`config.mk`:
```
export PLATFORM = sky130hd
export DESIGN_NAME = chip_quad_gate_tester_flat
export DESIGN_NICKNAME = d
export VERILOG_FILES = /design/src/rtl/chip_quad_gate_tester_pkg.sv /design/src/rtl/chip_quad_gate_tester_if.sv /design/src/rtl/chip_quad_gate_tester_sync.sv /design/src/rtl/chip_quad_gate_tester.sv /design/src/flat_wrapper.sv
export SDC_FILE = /design/constraint.sdc
export NUM_CORES = 1
export LEC_CHECK = 0
export BUFFER_PORTS_ARGS = -buffer_cell sky130_fd_sc_hd__buf_4
export CORE_MARGIN = 8
export CORE_UTILIZATION = 40
export DETAILED_ROUTE_END_ITERATION = 8
export HOLD_SLACK_MARGIN = 0.05
export PLACE_DENSITY = 0.65
export SYNTH_ARGS = -nofsm -noshare
export SYNTH_HDL_FRONTEND = slang
export SYNTH_SLANG_ARGS = --single-unit
```
`constraint.sdc`:
```
create_clock -name clk -period 4.45 [get_ports clk]
set_input_delay 0.89 -clock clk [delete_from_list [all_inputs] [get_ports clk]]
set_output_delay 0.89 -clock clk [all_outputs]
set_load 0.005 [all_outputs]
```
`src/rtl/chip_quad_gate_tester_pkg.sv`:
```
// Shared types and helpers for the 2-input gate package tester.
// Holds gate modes, FSM state encoding and the reference gate evaluation.
package chip_tester_pkg;

    localparam int NUM_VECTORS = 4;

    typedef enum logic [2:0] {
        GM_NAND = 3'd0,
        GM_NOR  = 3'd1,
        GM_AND  = 3'd2,
        GM_OR   = 3'd3,
        GM_XOR  = 3'd4,
        GM_XNOR = 3'd5
    } gate_mode_t;

    localparam logic [2:0] ST_HALTED = 3'd0;
    localparam logic [2:0] ST_SET    = 3'd1;
    localparam logic [2:0] ST_DRIVE  = 3'd2;
    localparam logic [2:0] ST_SAMPLE = 3'd3;
    localparam logic [2:0] ST_DONE   = 3'd4;

    typedef enum logic [2:0] {
        S_HALTED = ST_HALTED,
        S_SET    = ST_SET,
        S_DRIVE  = ST_DRIVE,
        S_SAMPLE = ST_SAMPLE,
        S_DONE   = ST_DONE
    } state_t;

    function automatic logic mode_legal(input logic [2:0] mode);
        return (mode <= GM_XNOR);
    endfunction

    // Raw 3-bit mode keeps codes 6-7 representable; they evaluate to 0.
    function automatic logic gate_eval(input logic [2:0] mode, input logic a, input logic b);
        logic y;
        case (mode)
            GM_NAND: y = ~(a & b);
            GM_NOR:  y = ~(a | b);
            GM_AND:  y = a & b;
            GM_OR:   y = a | b;
            GM_XOR:  y = a ^ b;
            GM_XNOR: y = ~(a ^ b);
            default: y = 1'b0;
        endcase
        return y;
    endfunction

endpackage

```
`src/rtl/chip_quad_gate_tester_if.sv`:
```
// Pin-mux / display side bundle of the gate package tester.
// master = tester, slave = board and result display.
interface chip_quad_gate_tester_if #(
    parameter int NUM_GATES = 4
);
    logic                 run;
    logic [2:0]           gate_mode;
    logic                 disp_rslt;
    logic [NUM_GATES-1:0] gate_a;
    logic [NUM_GATES-1:0] gate_b;
    logic [NUM_GATES-1:0] gate_y;
    logic                 done;
    logic                 rslt;
    logic [NUM_GATES-1:0] fail_mask;
    logic [1:0]           first_fail_vec;
    logic                 first_fail_valid;
    logic                 mode_err;

    modport master (
        input  run, gate_mode, disp_rslt, gate_y,
        output gate_a, gate_b, done, rslt, fail_mask,
               first_fail_vec, first_fail_valid, mode_err
    );

    modport slave (
        output run, gate_mode, disp_rslt, gate_y,
        input  gate_a, gate_b, done, rslt, fail_mask,
               first_fail_vec, first_fail_valid, mode_err
    );
endinterface

```
`src/rtl/chip_quad_gate_tester_sync.sv`:
```
// Multi-flop synchroniser bringing the asynchronous chip outputs into clk.
module chip_sync #(
    parameter int NUM_GATES   = 4,
    parameter int SYNC_STAGES = 2
) (
    input  logic                 clk,
    input  logic                 rst,
    input  logic [NUM_GATES-1:0] gate_y,
    output logic [NUM_GATES-1:0] y_sync
);
    logic [SYNC_STAGES-1:0][NUM_GATES-1:0] stage_reg;

    always_ff @(posedge clk or posedge rst) begin
        if (rst) begin
            stage_reg <= '0;
        end else begin
            stage_reg <= {stage_reg[SYNC_STAGES-2:0], gate_y};
        end
    end

    assign y_sync = stage_reg[SYNC_STAGES-1];
endmodule

```
`src/rtl/chip_quad_gate_tester.sv`:
```
// Walks all four {A,B} vectors through a 2-input gate package and
// reports pass/fail, a per-gate failure mask and the first failing vector.
module chip_quad_gate_tester
    import chip_tester_pkg::*;
#(
    parameter int NUM_GATES     = 4,
    parameter int SETTLE_CYCLES = 4,
    parameter int SYNC_STAGES   = 2
) (
    input  logic                    clk,
    input  logic                    rst,
    chip_quad_gate_tester_if.master bus
);
    localparam logic [7:0] SETTLE_LAST = 8'(SETTLE_CYCLES - 1);
    localparam logic [1:0] VEC_LAST    = 2'(NUM_VECTORS - 1);

    state_t               state_reg;
    logic [2:0]           mode_reg;
    logic [1:0]           vec_reg;
    logic [7:0]           settle_reg;
    logic [NUM_GATES-1:0] gate_a_reg;
    logic [NUM_GATES-1:0] gate_b_reg;
    logic [NUM_GATES-1:0] fail_mask_reg;
    logic [1:0]           ffvec_reg;
    logic                 ffv_reg;
    logic                 done_reg;
    logic                 rslt_reg;
    logic                 mode_err_reg;

    logic [NUM_GATES-1:0] y_sync;
    logic [NUM_GATES-1:0] mis;
    logic                 y_exp;
    logic [1:0]           vec_next;

    chip_sync #(
        .NUM_GATES   (NUM_GATES),
        .SYNC_STAGES (SYNC_STAGES)
    ) u_sync (
        .clk    (clk),
        .rst    (rst),
        .gate_y (bus.gate_y),
        .y_sync (y_sync)
    );

    assign y_exp    = gate_eval(mode_reg, vec_reg[1], vec_reg[0]);
    assign mis      = y_sync ^ {NUM_GATES{y_exp}};
    assign vec_next = vec_reg + 2'd1;

    always_ff @(posedge clk or posedge rst) begin
        if (rst) begin
            state_reg     <= S_HALTED;
            mode_reg      <= 3'd0;
            vec_reg       <= 2'd0;
            settle_reg    <= 8'd0;
            gate_a_reg    <= '0;
            gate_b_reg    <= '0;
            fail_mask_reg <= '0;
            ffvec_reg     <= 2'd0;
            ffv_reg       <= 1'b0;
            done_reg      <= 1'b0;
            rslt_reg      <= 1'b0;
            mode_err_reg  <= 1'b0;
        end else begin
            case (state_reg)
                S_HALTED: begin
                    if (bus.run) state_reg <= S_SET;
                end
                S_SET: begin
                    mode_reg      <= bus.gate_mode;
                    vec_reg       <= 2'd0;
                    settle_reg    <= 8'd0;
                    fail_mask_reg <= '0;
                    ffvec_reg     <= 2'd0;
                    ffv_reg       <= 1'b0;
                    gate_a_reg    <= '0;
                    gate_b_reg    <= '0;
                    if (mode_legal(bus.gate_mode)) begin
                        rslt_reg     <= 1'b1;
                        mode_err_reg <= 1'b0;
                        state_reg    <= S_DRIVE;
                    end else begin
                        rslt_reg     <= 1'b0;
                        mode_err_reg <= 1'b1;
                        done_reg     <= 1'b1;
                        state_reg    <= S_DONE;
                    end
                end
                S_DRIVE: begin
                    if (settle_reg == SETTLE_LAST) begin
                        settle_reg <= 8'd0;
                        state_reg  <= S_SAMPLE;
                    end else begin
                        settle_reg <= settle_reg + 8'd1;
                    end
                end
                S_SAMPLE: begin
                    fail_mask_reg <= fail_mask_reg | mis;
                    if (|mis) begin
                        rslt_reg <= 1'b0;
                        if (!ffv_reg) begin
                            ffvec_reg <= vec_reg;
                            ffv_reg   <= 1'b1;
                        end
                    end
                    if (vec_reg == VEC_LAST) begin
                        gate_a_reg <= '0;
                        gate_b_reg <= '0;
                        done_reg   <= 1'b1;
                        state_reg  <= S_DONE;
                    end else begin
                        // Next vector goes out on the same edge DRIVE is entered.
                        vec_reg    <= vec_next;
                        gate_a_reg <= {NUM_GATES{vec_next[1]}};
                        gate_b_reg <= {NUM_GATES{vec_next[0]}};
                        state_reg  <= S_DRIVE;
                    end
                end
                S_DONE: begin
                    if (bus.disp_rslt) begin
                        done_reg  <= 1'b0;
                        state_reg <= S_HALTED;
                    end
                end
                default: state_reg <= S_HALTED;
            endcase
        end
    end

    assign bus.gate_a           = gate_a_reg;
    assign bus.gate_b           = gate_b_reg;
    assign bus.done             = done_reg;
    assign bus.rslt             = rslt_reg;
    assign bus.fail_mask        = fail_mask_reg;
    assign bus.first_fail_vec   = ffvec_reg;
    assign bus.first_fail_valid = ffv_reg;
    assign bus.mode_err         = mode_err_reg;
endmodule

```
`src/flat_wrapper.sv`:
```
// flat-port wrapper written by rule: the top's interface ports become plain ports
module chip_quad_gate_tester_flat import chip_tester_pkg::*;
#(
    parameter int NUM_GATES     = 4,
    parameter int SETTLE_CYCLES = 4,
    parameter int SYNC_STAGES   = 2
)
  (clk, rst, bus_run, bus_gate_mode, bus_disp_rslt, bus_gate_y, bus_gate_a, bus_gate_b, bus_done, bus_rslt, bus_fail_mask, bus_first_fail_vec, bus_first_fail_valid, bus_mode_err);
  chip_quad_gate_tester_if #(.NUM_GATES(NUM_GATES)) bus_i ();
  input  logic clk;
  input  logic rst;
  input wire logic [$bits(bus_i.run)-1:0] bus_run;
  input wire logic [$bits(bus_i.gate_mode)-1:0] bus_gate_mode;
  input wire logic [$bits(bus_i.disp_rslt)-1:0] bus_disp_rslt;
  input wire logic [$bits(bus_i.gate_y)-1:0] bus_gate_y;
  output wire logic [$bits(bus_i.gate_a)-1:0] bus_gate_a;
  output wire logic [$bits(bus_i.gate_b)-1:0] bus_gate_b;
  output wire logic [$bits(bus_i.done)-1:0] bus_done;
  output wire logic [$bits(bus_i.rslt)-1:0] bus_rslt;
  output wire logic [$bits(bus_i.fail_mask)-1:0] bus_fail_mask;
  output wire logic [$bits(bus_i.first_fail_vec)-1:0] bus_first_fail_vec;
  output wire logic [$bits(bus_i.first_fail_valid)-1:0] bus_first_fail_valid;
  output wire logic [$bits(bus_i.mode_err)-1:0] bus_mode_err;
  assign bus_i.run = bus_run;
  assign bus_i.gate_mode = bus_gate_mode;
  assign bus_i.disp_rslt = bus_disp_rslt;
  assign bus_i.gate_y = bus_gate_y;
  assign bus_gate_a = bus_i.gate_a;
  assign bus_gate_b = bus_i.gate_b;
  assign bus_done = bus_i.done;
  assign bus_rslt = bus_i.rslt;
  assign bus_fail_mask = bus_i.fail_mask;
  assign bus_first_fail_vec = bus_i.first_fail_vec;
  assign bus_first_fail_valid = bus_i.first_fail_valid;
  assign bus_mode_err = bus_i.mode_err;
  chip_quad_gate_tester #(.NUM_GATES(NUM_GATES), .SETTLE_CYCLES(SETTLE_CYCLES), .SYNC_STAGES(SYNC_STAGES)) u_core (.clk(clk), .rst(rst), .bus(bus_i));
endmodule
```
# --- After elaboration in Yosys (flattened, before gate mapping) ---
# Cells that the tools add are included.
word_totals:
  register_bits: 42
  output_inout_bits: 18
  inputBits: 11
classes:
  n_eq_ne: 19
  bitwise: 8
  n_reduce_logical: 11
  n_mux: 29
  n_lt_le_gt_ge: 1
  addsub: 2
ops:
  columns: ["cell", "count"]
  rows:
  - ["$pmux W4 S2", 3]
  - ["$pmux W8 S2", 1]
  - ["$mux W3", 5]
  - ["$pmux W3 S5", 1]
  - ["$eq A3 B2 Y1 const B", 4]
  - ["$ne A2 B2 Y1 const B", 5]
  - ["$eq A3 B3 Y1 const B", 3]
  - ["$add A8 B1 Y8 const B", 1]
  - ["$eq A8 B2 Y1 const B", 1]
  - ["$mux W4", 2]
  - ["$mux W8", 1]
  - ["$pmux W2 S2", 2]
  - ["$mux W1", 7]
  - ["$eq A3 B1 Y1 const B", 2]
  - ["$logic_not A3 Y1", 2]
  - ["$mux W2", 3]
  - ["$ne A2 B1 Y1 const B", 3]
  - ["$pmux W1 S6", 1]
  - ["$reduce_and A3 Y1", 2]
  - ["$or A4 B4 Y4", 1]
  - ["$pmux W1 S2", 2]
  - ["$reduce_and A2 Y1", 2]
  - ["$reduce_and A4 Y1", 1]
  - ["$reduce_bool A2 Y1", 2]
  - ["11 further kinds", 13]

# --- Logic depth before layout (Yosys ltp) ---
# Gate-level depths: netlist of the first run.
depth:
  depth_word: 7
  mapped_depth: 7
  depth_no_buf: 7

# --- By module ---
# Synthesis of the first run repeated with hierarchy kept, for this count alone.
unflattened:
  hier_cells: 176
  area_unflattened_um2: 1732.9
modules_own_cells:
  columns: ["module", "area_per_inst_um2", "cells_each", "n_inst", "seq_area_each_um2"]
  rows:
  - ["chip_quad_gate_tester", 1498.9, 163, 1, 700.7]
  - ["chip_sync", 234.0, 13, 1, 200.2]

# --- Worst setup path before layout of the first run ---
# Ideal clock, no wire load.
synth_timing:
  path_kind: "reg-to-reg"
  startpoint: "reg u_core.vec_reg[0]"
  endpoint: "reg u_core.ffv_reg, in the netlist u_core.bus.first_fail_valid"
  setup_ns: 0.121
  path_slack_ns: 2.670
  t_arrival_ns: 1.659
  path_stages_with_launch: 8
  required_ns: 4.329
  n_path_buf: 0
  path_cell_list: "dfrtp_1 > inv_1 > ha_1 > xor2_1 > a32oi_4 > nand3_2 > nor2b_2 > a22o_1"
synth_between:
  elab_chain_cells: 7
  elab_cells_between_ends: 11
  classes_between: "1 x eq/ne; 1 x mux; 7 x bitwise; 2 x reduce/logical"
synth_rtl:
  columns: ["element", "line_no", "text"]
  rows:
  - ["start, declared", "chip_quad_gate_tester.sv:19", "logic [1:0] vec_reg;"]
  - ["start signal, assigned", "chip_quad_gate_tester.sv:112", "vec_reg <= vec_next;"]
  - ["$xor A1 B1 Y1, or another cell as far along", "chip_quad_gate_tester_pkg.sv:42, chip_quad_gate_tester_pkg.sv:43", null]
  - ["$not A1 Y1 (on tied branches)", "chip_quad_gate_tester_pkg.sv:43, chip_quad_gate_tester_pkg.sv:38, chip_quad_gate_tester_pkg.sv:39", null]
  - ["$pmux W1 S6 *", "chip_quad_gate_tester_pkg.sv:37", "case (mode)"]
  - ["$xor A4 B4 Y4 *", "chip_quad_gate_tester.sv:46", "assign mis = y_sync ^ {NUM_GATES{y_exp}};"]
  - ["$reduce_or A4 Y1 *", "chip_quad_gate_tester.sv:98", "if (|mis) begin"]
  - ["$ne A2 B1 Y1 (no source line) *", null, null]
  - ["$reduce_and A2 Y1 (no source line) *", null, null]
  - ["end signal, assigned", "chip_quad_gate_tester.sv:59", "ffv_reg <= 1'b0;"]
  - ["end signal, assigned", "chip_quad_gate_tester.sv:74", "ffv_reg <= 1'b0;"]
  - ["end signal, assigned", "chip_quad_gate_tester.sv:102", "ffv_reg <= 1'b1;"]
  - ["end, declared", "chip_quad_gate_tester.sv:25", "logic ffv_reg;"]
# Mark *: on every way between the ends. The rest lies on a longest branch, timed or not.
# A chain may end at the register's enable or synchronous reset.

# --- Worst setup path in the final report of the first run ---
# Ends and elaborated chain as after synthesis.

==> results.txt, run 1 <==
Status -> completed
Share of cells above drive strength 1 -> 23.7%
Worst hold path type -> reg2reg
CTS tree -> done
Met1 usage -> 13.6%
Commonest non-fill, non-tap cell in the layout -> dfrtp_1
Main area contributors after synthesis -> dfrtp_1 (52%), nand2_1 (7.2%), o21ai_0 (3.5%)
Clk buf depth -> 2
Buffer and inverter count on the worst path -> 1
RSZ-0062 raised after global routing -> no
PortBufs -> 28
Final hold vios -> 0
Dpl hpwl -> 2.42 mm
CTS sink cnt -> 36
Global routing's busiest layer -> met2
Hold depth -> 0
Floorplan row count -> 24
Htree depth -> 2
Worst path required time -> 4.63 ns
All-Layer GR Usage -> 10.9%
Post-synth cell types -> 37
Worst slew margin -> 45.7%
CP Capture Type -> flop
Worst slew pin tran -> 0.794 ns
Full die area -> 6670 um2
Power share of the clock group -> 20.2%
TritonCTS Buffers -> 5
Final period util -> 42.5%
WS Path Type -> reg2reg
Worst skew pair latency -> 0.28 ns
Initial antenna violation count -> 0
Met3 usage -> 3.28%
R2R depth -> 7
Average size of a mapped cell -> 10.0 um2
WL final -> 3.26 mm
Synth warn -> 0
Placed Area -> 1940 um2
Area Growth Syn to Fin -> 18.9%
Routed vias/inst -> 4.89
Antenna-violating nets left -> 0
Mapped Cells -> 172
CP Launch Type -> flop
Initial core utilization -> 40.4%
Slowest stage delay, CP -> 0.36 ns
Global placement routability congestion -> 0.771
Ports -> 29
Antenna Cells -> 0
Leak -> 0.000937 uW
Crit-path max FO -> 4
Sequential power share -> 38.6%
Post-layout min period -> 1.89 ns
Clk_skew -> 0.00649 ns
Drt drc -> 0
# setup viols final -> 0
Hold Buf Count CTS -> 0
M2 GR Usage -> 16.5%
Slowest CP cell -> dfrtp_1
Max-Cap Viols -> 0
Largest net degree at the start of global routing -> 37
Worst Path Arrival -> 2.07 ns
Switch Pwr -> 525 uW
Max FFs per register -> 8
Most frequent cells in the layout -> dfrtp_1 (36), nand2_1 (33), buf_4 (29)
Fin worst setup slack -> 2.56 ns
PostCTS Resize Cnt -> 0
Area leader, netlist -> dfrtp_1
Top cell type's share of synthesized area -> 52.2%
Pwr Density -> 679 nW/um2
Clock slew at reported path FFs -> 0.07 ns
GR Overflow Total -> 0
Post-CTS Setup Bufs -> 0
Netlist Area Pre-Place -> 1720 um2
Critical path depth -> 7
Final Net Count -> 211
Seq/Total Area, Yosys -> 52.2%
CP top delay family -> compound AO/OA/AOI/OAI gates
Cell Chain, Critical Path -> inv_1 -> ha_1 -> xor2_1 -> a32oi_4 -> nand3_2 -> nor2b_2 -> a22o_1
Initial DRC Count -> 59
Switching Fraction -> 37.7%
Die width -> 81.7 um
Setup tns final -> 0 ns
Setup WS pre-CTS -> 2.57 ns
Core Box Area -> 4260 um2
DR WL/cell -> 13.1 um
Max Freq -> 529 MHz
Power Internal -> 867 uW
Vias -> 1,223
CTS root buffer -> clkbuf_8
Syn nets -> 186
Comb power frac -> 41.2%
Yosys reg bits -> 36
Slew Viols, Final -> 0
Worst vdd ir -> 0.317 mV
First-pass GRT wire length -> 5.54 mm
Pre-antenna DRT Iters -> 4
Die Y -> 81.7 um
Vias in the first global route -> 1,199
Design area -> 2050 um2
-- final cells by class --
| cell class | instances | area (um2) |
|---|---|---|
| inverter | 6 | 22.5 |
| fill | 420 | 2210 |
| tap | 52 | 65.1 |
| clock inverter | 3 | 42.5 |
| sequential | 36 | 901 |
| timing repair buffer | 29 | 218 |
| multi-input combinational | 119 | 733 |
| clock buffer | 5 | 68.8 |
-- per-layer routing --
metal  vias up  wire length, um
met5         -                0
met4         0               37
met3         2              173
met2        29             1500
met1       564             1550
li1        628                -
-- logic make-up (layout without fill, tap and decap cells) --
logic type	Yosys count	count (layout)	synth area share, %
simple gates	76	76	22.4
flops	36	36	52.2
compound gates	28	28	11.8
buf+inv	17	43	5.22
xor+xnor	12	12	6.10
fa+ha+maj	3	3	2.18
-- power groups by stage --
stage          registers (uW)  logic [uW]  clock network (uW)
3_5_place_dp              544         581                   0
2_1_floorplan             508         448                   0
3_3_place_gp              541         579                   0
6_report                  537         574                 281
5_1_grt                   558         653                 304
4_1_cts                   538         583                 292
-- final timing paths --
| path | slack, ns | startpoint | to |
|---|---|---|---|
| max | 2.56 | u_core.vec_reg[0] | u_core.bus.first_fail_valid |
| min | 0.35 | u_core.u_sync.stage_reg[0] | u_core.u_sync.y_sync[0] |
| max reg2reg | 2.56 | u_core.vec_reg[0] | u_core.bus.first_fail_valid |
| min reg2reg | 0.35 | u_core.u_sync.stage_reg[0] | u_core.u_sync.y_sync[0] |
| max in group asynchronous | 3.43 | rst | u_core.bus.first_fail_valid |
| min in group asynchronous | 0.70 | rst | u_core.bus.done |
-- stage by stage --
stage	utilization [%]	hold WS [ns]	total power [uW]	cells
5_1_grt	48.1	0.361	1520	250
2_1_floorplan	-	0.331	956	172
6_report	48.1	0.353	1390	250
4_1_cts	48.1	0.359	1410	250
3_3_place_gp	45.5	0.334	1120	242
3_5_place_dp	45.5	0.341	1130	242
-- cells in the mapped netlist --
cell type and number:
nor4b_1 1, nand3_2 1, buf_4 7, a21oi_1 5, a22oi_1 1, dfrtp_1 36, o21ai_0 12, a21oi_4 1
nand2_4 1, or3_2 1, xor2_1 6, nand4b_1 1, nor2b_2 1, clkbuf_1 4, and2b_1 1, ha_1 3
a32oi_4 1, nand2b_1 2, nand3b_1 2, nor4_1 2, a22o_1 1, o21ai_1 3, and3_1 1, nand2b_2 1
nor4b_2 2, inv_1 6, nor3_1 3, nor2_1 16, o21a_1 1, a32o_1 1, a2111oi_0 1, nand3_1 3
nand4_1 3, nand2_1 33, nor2b_1 1, xnor2_1 6, a211o_4 1
Note: power is estimated with default switching activity, not from simulation.
==> inputs of run 2 (changes only) <==
==> constraint.sdc (replaced) <==
create_clock -name clk -period 1.89 [get_ports clk]
set_input_delay 0.378 -clock clk [delete_from_list [all_inputs] [get_ports clk]]
set_output_delay 0.378 -clock clk [all_outputs]
set_load 0.005 [all_outputs]
==> run 2 against run 1 <==
Net effect: critical path depth did not move; setup slack got worse by 2.4 ns; clock skew fell by 0.0024 ns; fmax rose by 7.0%; utilization rose by 0.91 points; highest routed layer unchanged; final cell count rose by 2.4%; largest power group unchanged; sequential cell count did not move; worst hold slack got worse by 0.17 ns; global-route usage rose by 0.099 points; die area did not move.
==> results.txt, run 2 (synthesized netlist as in run 1, its figures left out) <==
Reg2reg end -> u_core.bus.first_fail_valid
All-Layer GR Usage -> 11.0% (+0.099 points)
Post-Place Cells -> 248 (+2.5%)
Global routing's busiest layer -> met2
Antenna Cells -> 0 (unchanged)
Htree depth -> 2 (unchanged)
Antenna-violating nets left -> 0 (unchanged)
Initial DRC Count -> 59 (unchanged)
Post-layout min period -> 1.77 ns (-0.124 ns)
Hold Buf Count CTS -> 0 (unchanged)
Crit-path max FO -> 4 (unchanged)
RSZ-0062 raised after global routing -> no
Routed vias/inst -> 4.92 (+0.53%)
CP Capture Point -> u_core.bus.first_fail_valid
Reg-to-reg slack, setup -> 0.12 ns (-2.44 ns)
Pwr Total -> 3320 uW (+140%)
# setup viols final -> 0 (unchanged)
Max FFs per register -> 8 (unchanged)
CP Launch Type -> flop
Max Freq -> 566 MHz (+7.0%)
Initial antenna violation count -> 0 (unchanged)
Worst R2R Start -> u_core.vec_reg[0]
Worst skew pair latency -> 0.29 ns (about the same)
Worst hold path type -> in2async
CP Capture Type -> flop
Largest net degree at the start of global routing -> 37 (unchanged)
Dpl hpwl -> 2.51 mm (+3.6%)
Met1 usage -> 13.2% (-0.44 points)
Worst slew pin tran -> 0.447 ns (-0.347 ns)
Full die area -> 6670 um2 (unchanged)
Setup tns final -> 0 ns (unchanged)
TritonCTS Buffers -> 5 (unchanged)
Vias -> 1,259 (+2.9%)
Ports -> 29 (unchanged)
Final period util -> 93.4% (+51 points)
Die Y -> 81.7 um (unchanged)
Die width -> 81.7 um (unchanged)
R2R depth -> 7 (unchanged)
Drt drc -> 0 (unchanged)
Share of cells above drive strength 1 -> 27.5% (+3.7 points)
Initial core utilization -> 40.4% (unchanged)
CTS tree -> done
DR WL/cell -> 13.2 um (+1.1%)
Post-Layout Cell Count -> 256 (+2.4%)
Final Net Count -> 217 (+2.8%)
Fill count -> 424 (+0.95%)
Worst path required time -> 2.07 ns (-2.56 ns)
Clock slew at reported path FFs -> 0.08 ns (about the same)
Floorplan row count -> 24 (unchanged)
WL final -> 3.38 mm (+3.5%)
PortBufs -> 28 (unchanged)
M2 GR Usage -> 17.4% (+0.88 points)
GR Overflow Total -> 0 (unchanged)
WS Path Type -> reg2reg
Core Box Area -> 4260 um2 (unchanged)
Multi-input gate area -> 746 um2 (+1.7%)
Clk_skew -> 0.00408 ns (-0.00241 ns)
Post-CTS Setup Bufs -> 0 (unchanged)
Met3 usage -> 3.61% (+0.33 points)
Global placement routability congestion -> 0.827 (+7.2%)
Reg area -> 901 um2 (unchanged)
Pwr Density -> 1590 nW/um2 (+130%)
Commonest non-fill, non-tap cell in the layout -> dfrtp_1
Pre-antenna DRT Iters -> 4 (unchanged)
Worst Path Arrival -> 1.95 ns (-0.12 ns)
Final Core Density -> 49.0% (+0.91 points)
Slew Viols, Final -> 0 (unchanged)
PostCTS Resize Cnt -> 0 (unchanged)
Area Growth Syn to Fin -> 21.2%
Worst slew margin -> 70.2% (+24 points)
Worst vdd ir -> 0.645 mV (+100%)
First-pass GRT wire length -> 5.66 mm (+2.2%)
Most frequent cells in the layout -> dfrtp_1 (36), buf_4 (35), nand2_1 (33)
CTS root buffer -> clkbuf_8
Vias in the first global route -> 1,235 (+3.0%)
Clk buf depth -> 2 (unchanged)
CTS sink cnt -> 36 (unchanged)
Final hold vios -> 0 (unchanged)
Worst Setup SP -> u_core.vec_reg[0]
Status -> completed
Leak -> 0.000952 uW (+1.6%)
Max-Cap Viols -> 0 (unchanged)
-- run 2: worst min path at each step --
| stage | endpoint | cells after the start | startpoint | slack (ns) |
|---|---|---|---|---|
| 6_report | u_core.bus.done | 3 | rst | 0.18 |
| 5_1_grt | u_core.u_sync.stage_reg[0] | 1 | bus_gate_y[0] | 0.17 |
| 4_1_cts | u_core.u_sync.stage_reg[0] | 1 | bus_gate_y[0] | 0.18 |
| 3_5_place_dp | u_core.u_sync.y_sync[3] | 0 | u_core.u_sync.stage_reg[3] | 0.33 |
| 3_3_place_gp | u_core.u_sync.y_sync[3] | 0 | u_core.u_sync.stage_reg[3] | 0.33 |
| 2_1_floorplan | u_core.u_sync.y_sync[0] | 0 | u_core.u_sync.stage_reg[0] | 0.33 |
-- run 2: metrics by stage --
| stage | instance area, um2 | hold slack (ns) | setup WS (ns) |
|---|---|---|---|
| global placement | 1980 | 0.334 | 0.0954 |
| CTS | 2080 | 0.176 | 0.0136 |
| detailed placement | 1980 | 0.335 | 0.0123 |
| finish | 2090 | 0.181 | 0.124 |
| floorplan | 1720 | 0.331 | 0.110 |
| global route | 2090 | 0.168 | 0.0289 |
-- run 2: per-layer routing --
layer,vias to the layer above,part of all wire (%)
met5,-,0
met4,0,2.3
met3,6,5.5
met2,24,46
met1,594,46
li1,635,-
-- run 2: critical path, stage by stage (launching register included) --
cell,delay [ns]
dfrtp_1,0.41
inv_2,0.10
ha_4,0.21
xor2_1,0.19
a32oi_4,0.24
nand3_2,0.14
nor2b_2,0.18
a22o_1,0.19
-- run 2: final cells by class --
type                    instances  share of cell area, %
multi-input cells             119                   35.7
flip-flops and latches         36                   43.1
repair buffers                 35                   12.6
well taps                      52                   3.11
clock inverters                 3                   1.14
clock buffers                   5                   3.29
inverters                       6                   1.08
-- run 2: where the power goes --
part | total [uW] | switching, uW | leakage (uW) | internal (uW)
Clock | 553 | 292 | 0.0000404 | 261
Combinational | 1520 | 772 | 0.000461 | 751
Sequential | 1240 | 229 | 0.000451 | 1010
Total | 3320 | 1290 | 0.000952 | 2020
==> inputs of run 3 (changes only) <==
--- a/config.mk
+++ b/config.mk
@@ -7,10 +7,10 @@
 export LEC_CHECK = 0
 export BUFFER_PORTS_ARGS = -buffer_cell sky130_fd_sc_hd__buf_4
 export CORE_MARGIN = 8
-export CORE_UTILIZATION = 40
+export CORE_UTILIZATION = 30
 export DETAILED_ROUTE_END_ITERATION = 8
 export HOLD_SLACK_MARGIN = 0.05
-export PLACE_DENSITY = 0.65
+export PLACE_DENSITY = 0.53
 export SYNTH_ARGS = -nofsm -noshare
 export SYNTH_HDL_FRONTEND = slang
 export SYNTH_SLANG_ARGS = --single-unit
==> run 3 against run 2 <==
Net effect: combinational power is essentially flat; sequential share of layout area shrank 0.98 points; critical path type unchanged; critical endpoint unchanged; largest cell class unchanged; design area grew 2.3%.
==> results.txt, run 3 (synthesized netlist as in run 1, its figures left out) <==
Worst vdd ir -> 0.801 mV (+24%)
Vias -> 1,244 (-1.2%)
Clk buf depth -> 2 (unchanged)
Pre-antenna DRT Iters -> 4 (unchanged)
Largest net degree at the start of global routing -> 37 (unchanged)
Vias in the first global route -> 1,297 (+5.0%)
Core Box Area -> 5540 um2 (+30%)
Floorplan row count -> 27 (+13%)
Worst Setup SP -> u_core.vec_reg[0]
Worst path required time -> 2.07 ns (about the same)
# setup viols final -> 0 (unchanged)
Max Freq -> 558 MHz (-1.6%)
Initial antenna violation count -> 0 (unchanged)
Die width -> 91.8 um (+12%)
Slew Viols, Final -> 0 (unchanged)
Area Growth Syn to Fin -> 24.0%
Crit-path max FO -> 3 (-1)
Antenna-violating nets left -> 0 (unchanged)
Final Net Count -> 219 (+0.92%)
Final Core Density -> 38.6% (-10 points)
Worst R2R Start -> u_core.vec_reg[0]
Hold slack -> 0.177 ns (-0.00458 ns)
Clk_skew -> 0.00853 ns (+0.00445 ns)
CTS sink cnt -> 36 (unchanged)
All-Layer GR Usage -> 8.95% (-2.0 points)
Worst skew pair latency -> 0.29 ns (about the same)
Ports -> 29 (unchanged)
CP Capture Type -> flop
TritonCTS Buffers -> 5 (unchanged)
Die Y -> 91.8 um (+12%)
Htree depth -> 2 (unchanged)
Final hold vios -> 0 (unchanged)
Antenna Cells -> 0 (unchanged)
Slowest CP cell -> dfrtp_1
Dpl hpwl -> 2.53 mm (+0.82%)
Post-layout min period -> 1.79 ns (+0.0279 ns)
Cell Chain, Critical Path -> inv_1 -> ha_4 -> xor2_1 -> a32oi_4 -> nand3_2 -> nor2b_2 -> a22o_1
Worst Path Arrival -> 1.97 ns (+0.02 ns)
CTS root buffer -> clkbuf_8
Initial DRC Count -> 74 (+25%)
CP Launch Type -> flop
Worst slew margin -> 69.7% (-0.43 points)
Routed vias/inst -> 4.47 (-9.0%)
WS Path Type -> reg2reg
Fill count -> 556 (+31%)
First-pass GRT wire length -> 6.13 mm (+8.2%)
Pwr Density -> 1560 nW/um2 (-1.8%)
Worst slew pin tran -> 0.454 ns (+0.00643 ns)
GR Overflow Total -> 0 (unchanged)
Clock slew at reported path FFs -> 0.08 ns (about the same)
Max FFs per register -> 8 (unchanged)
Worst hold path type -> in2async
Full die area -> 8430 um2 (+26%)
Slowest stage delay, CP -> 0.40 ns (about the same)
Most frequent cells in the layout -> buf_4 (37), dfrtp_1 (36), nand2_1 (33)
Status -> completed
DR WL/cell -> 12.6 um (-4.4%)
Drt drc -> 0 (unchanged)
Hold Buf Count CTS -> 0 (unchanged)
WL final -> 3.51 mm (+3.8%)
Commonest non-fill, non-tap cell in the layout -> buf_4
Share of cells above drive strength 1 -> 27.2% (-0.27 points)
Initial core utilization -> 31.1% (-9.3 points)
Final period util -> 94.9% (+1.5 points)
Leak -> 0.000970 uW (+1.9%)
Global placement routability congestion -> 0.766 (-7.4%)
CTS tree -> done
PortBufs -> 28 (unchanged)
Max-Cap Viols -> 0 (unchanged)
## run 3: through the flow
stage                     power, uW  worst slack [ns]  setup TNS [ns]  area, um2  instances
final                          3330            0.0965               0       2140        278
after global routing           3620          -0.00441        -0.00441       2140        278
after CTS                      3330            0.0423               0       2100        276
after detailed placement       2760            0.0517               0       2010        268
after global placement         2760            0.0996               0       2010        268
after floorplan                2250             0.110               0       1720        172
## run 3: power breakdown
part	total (uW)	switching, uW	internal, uW
logic	1520	758	760
registers	1250	241	1010
clock network	560	299	261
## run 3: per-layer routing
layer	track usage [%]	wire [um]	vias to the layer above
li1	-	-	635
met1	10.5	1580	590
met2	14.7	1750	14
met3	2.69	131	5
met4	4.03	48	0
met5	0	0	-
## run 3: final cells by class
| class | instances | area [um2] | area share, % |
|---|---|---|---|
| tap | 72 | 90.1 | 4.21 |
| sequential | 36 | 901 | 42.1 |
| clock buffer | 5 | 68.8 | 3.22 |
| clock inverter | 3 | 23.8 | 1.11 |
| timing repair buffer | 37 | 278 | 13.0 |
| inverter | 6 | 22.5 | 1.05 |
| multi-input combinational | 119 | 754 | 35.3 |
## run 3: final timing paths
check	end	slack, ns	cells past startpoint
setup / recovery	u_core.bus.first_fail_valid	0.1	7
hold / removal	u_core.settle_reg[2]	0.18	3
min in group clk	u_core.u_sync.stage_reg[2]	0.19	1
hold reg to reg	u_core.u_sync.y_sync[3]	0.35	0
setup reg to reg	u_core.bus.first_fail_valid	0.1	7
max in group asynchronous	u_core.u_sync.y_sync[2]	1.38	3
## run 3: repair_timing
item / in CTS / in global routing
setup endpoints to repair: 0 / 5
resized for setup: 0 / 2
setup buffers: 0 / 2
## run 3: worst max-delay path: cells and delay by family (launching register included)
kind	cells	cell delay, ns
AOI/OAI and AO/OA	2	0.43
xor gates and xnor gates	1	0.18
adders and majority gates	1	0.23
buffers and inverters	1	0.14
DFF	1	0.40
and+or+nand+nor	2	0.31
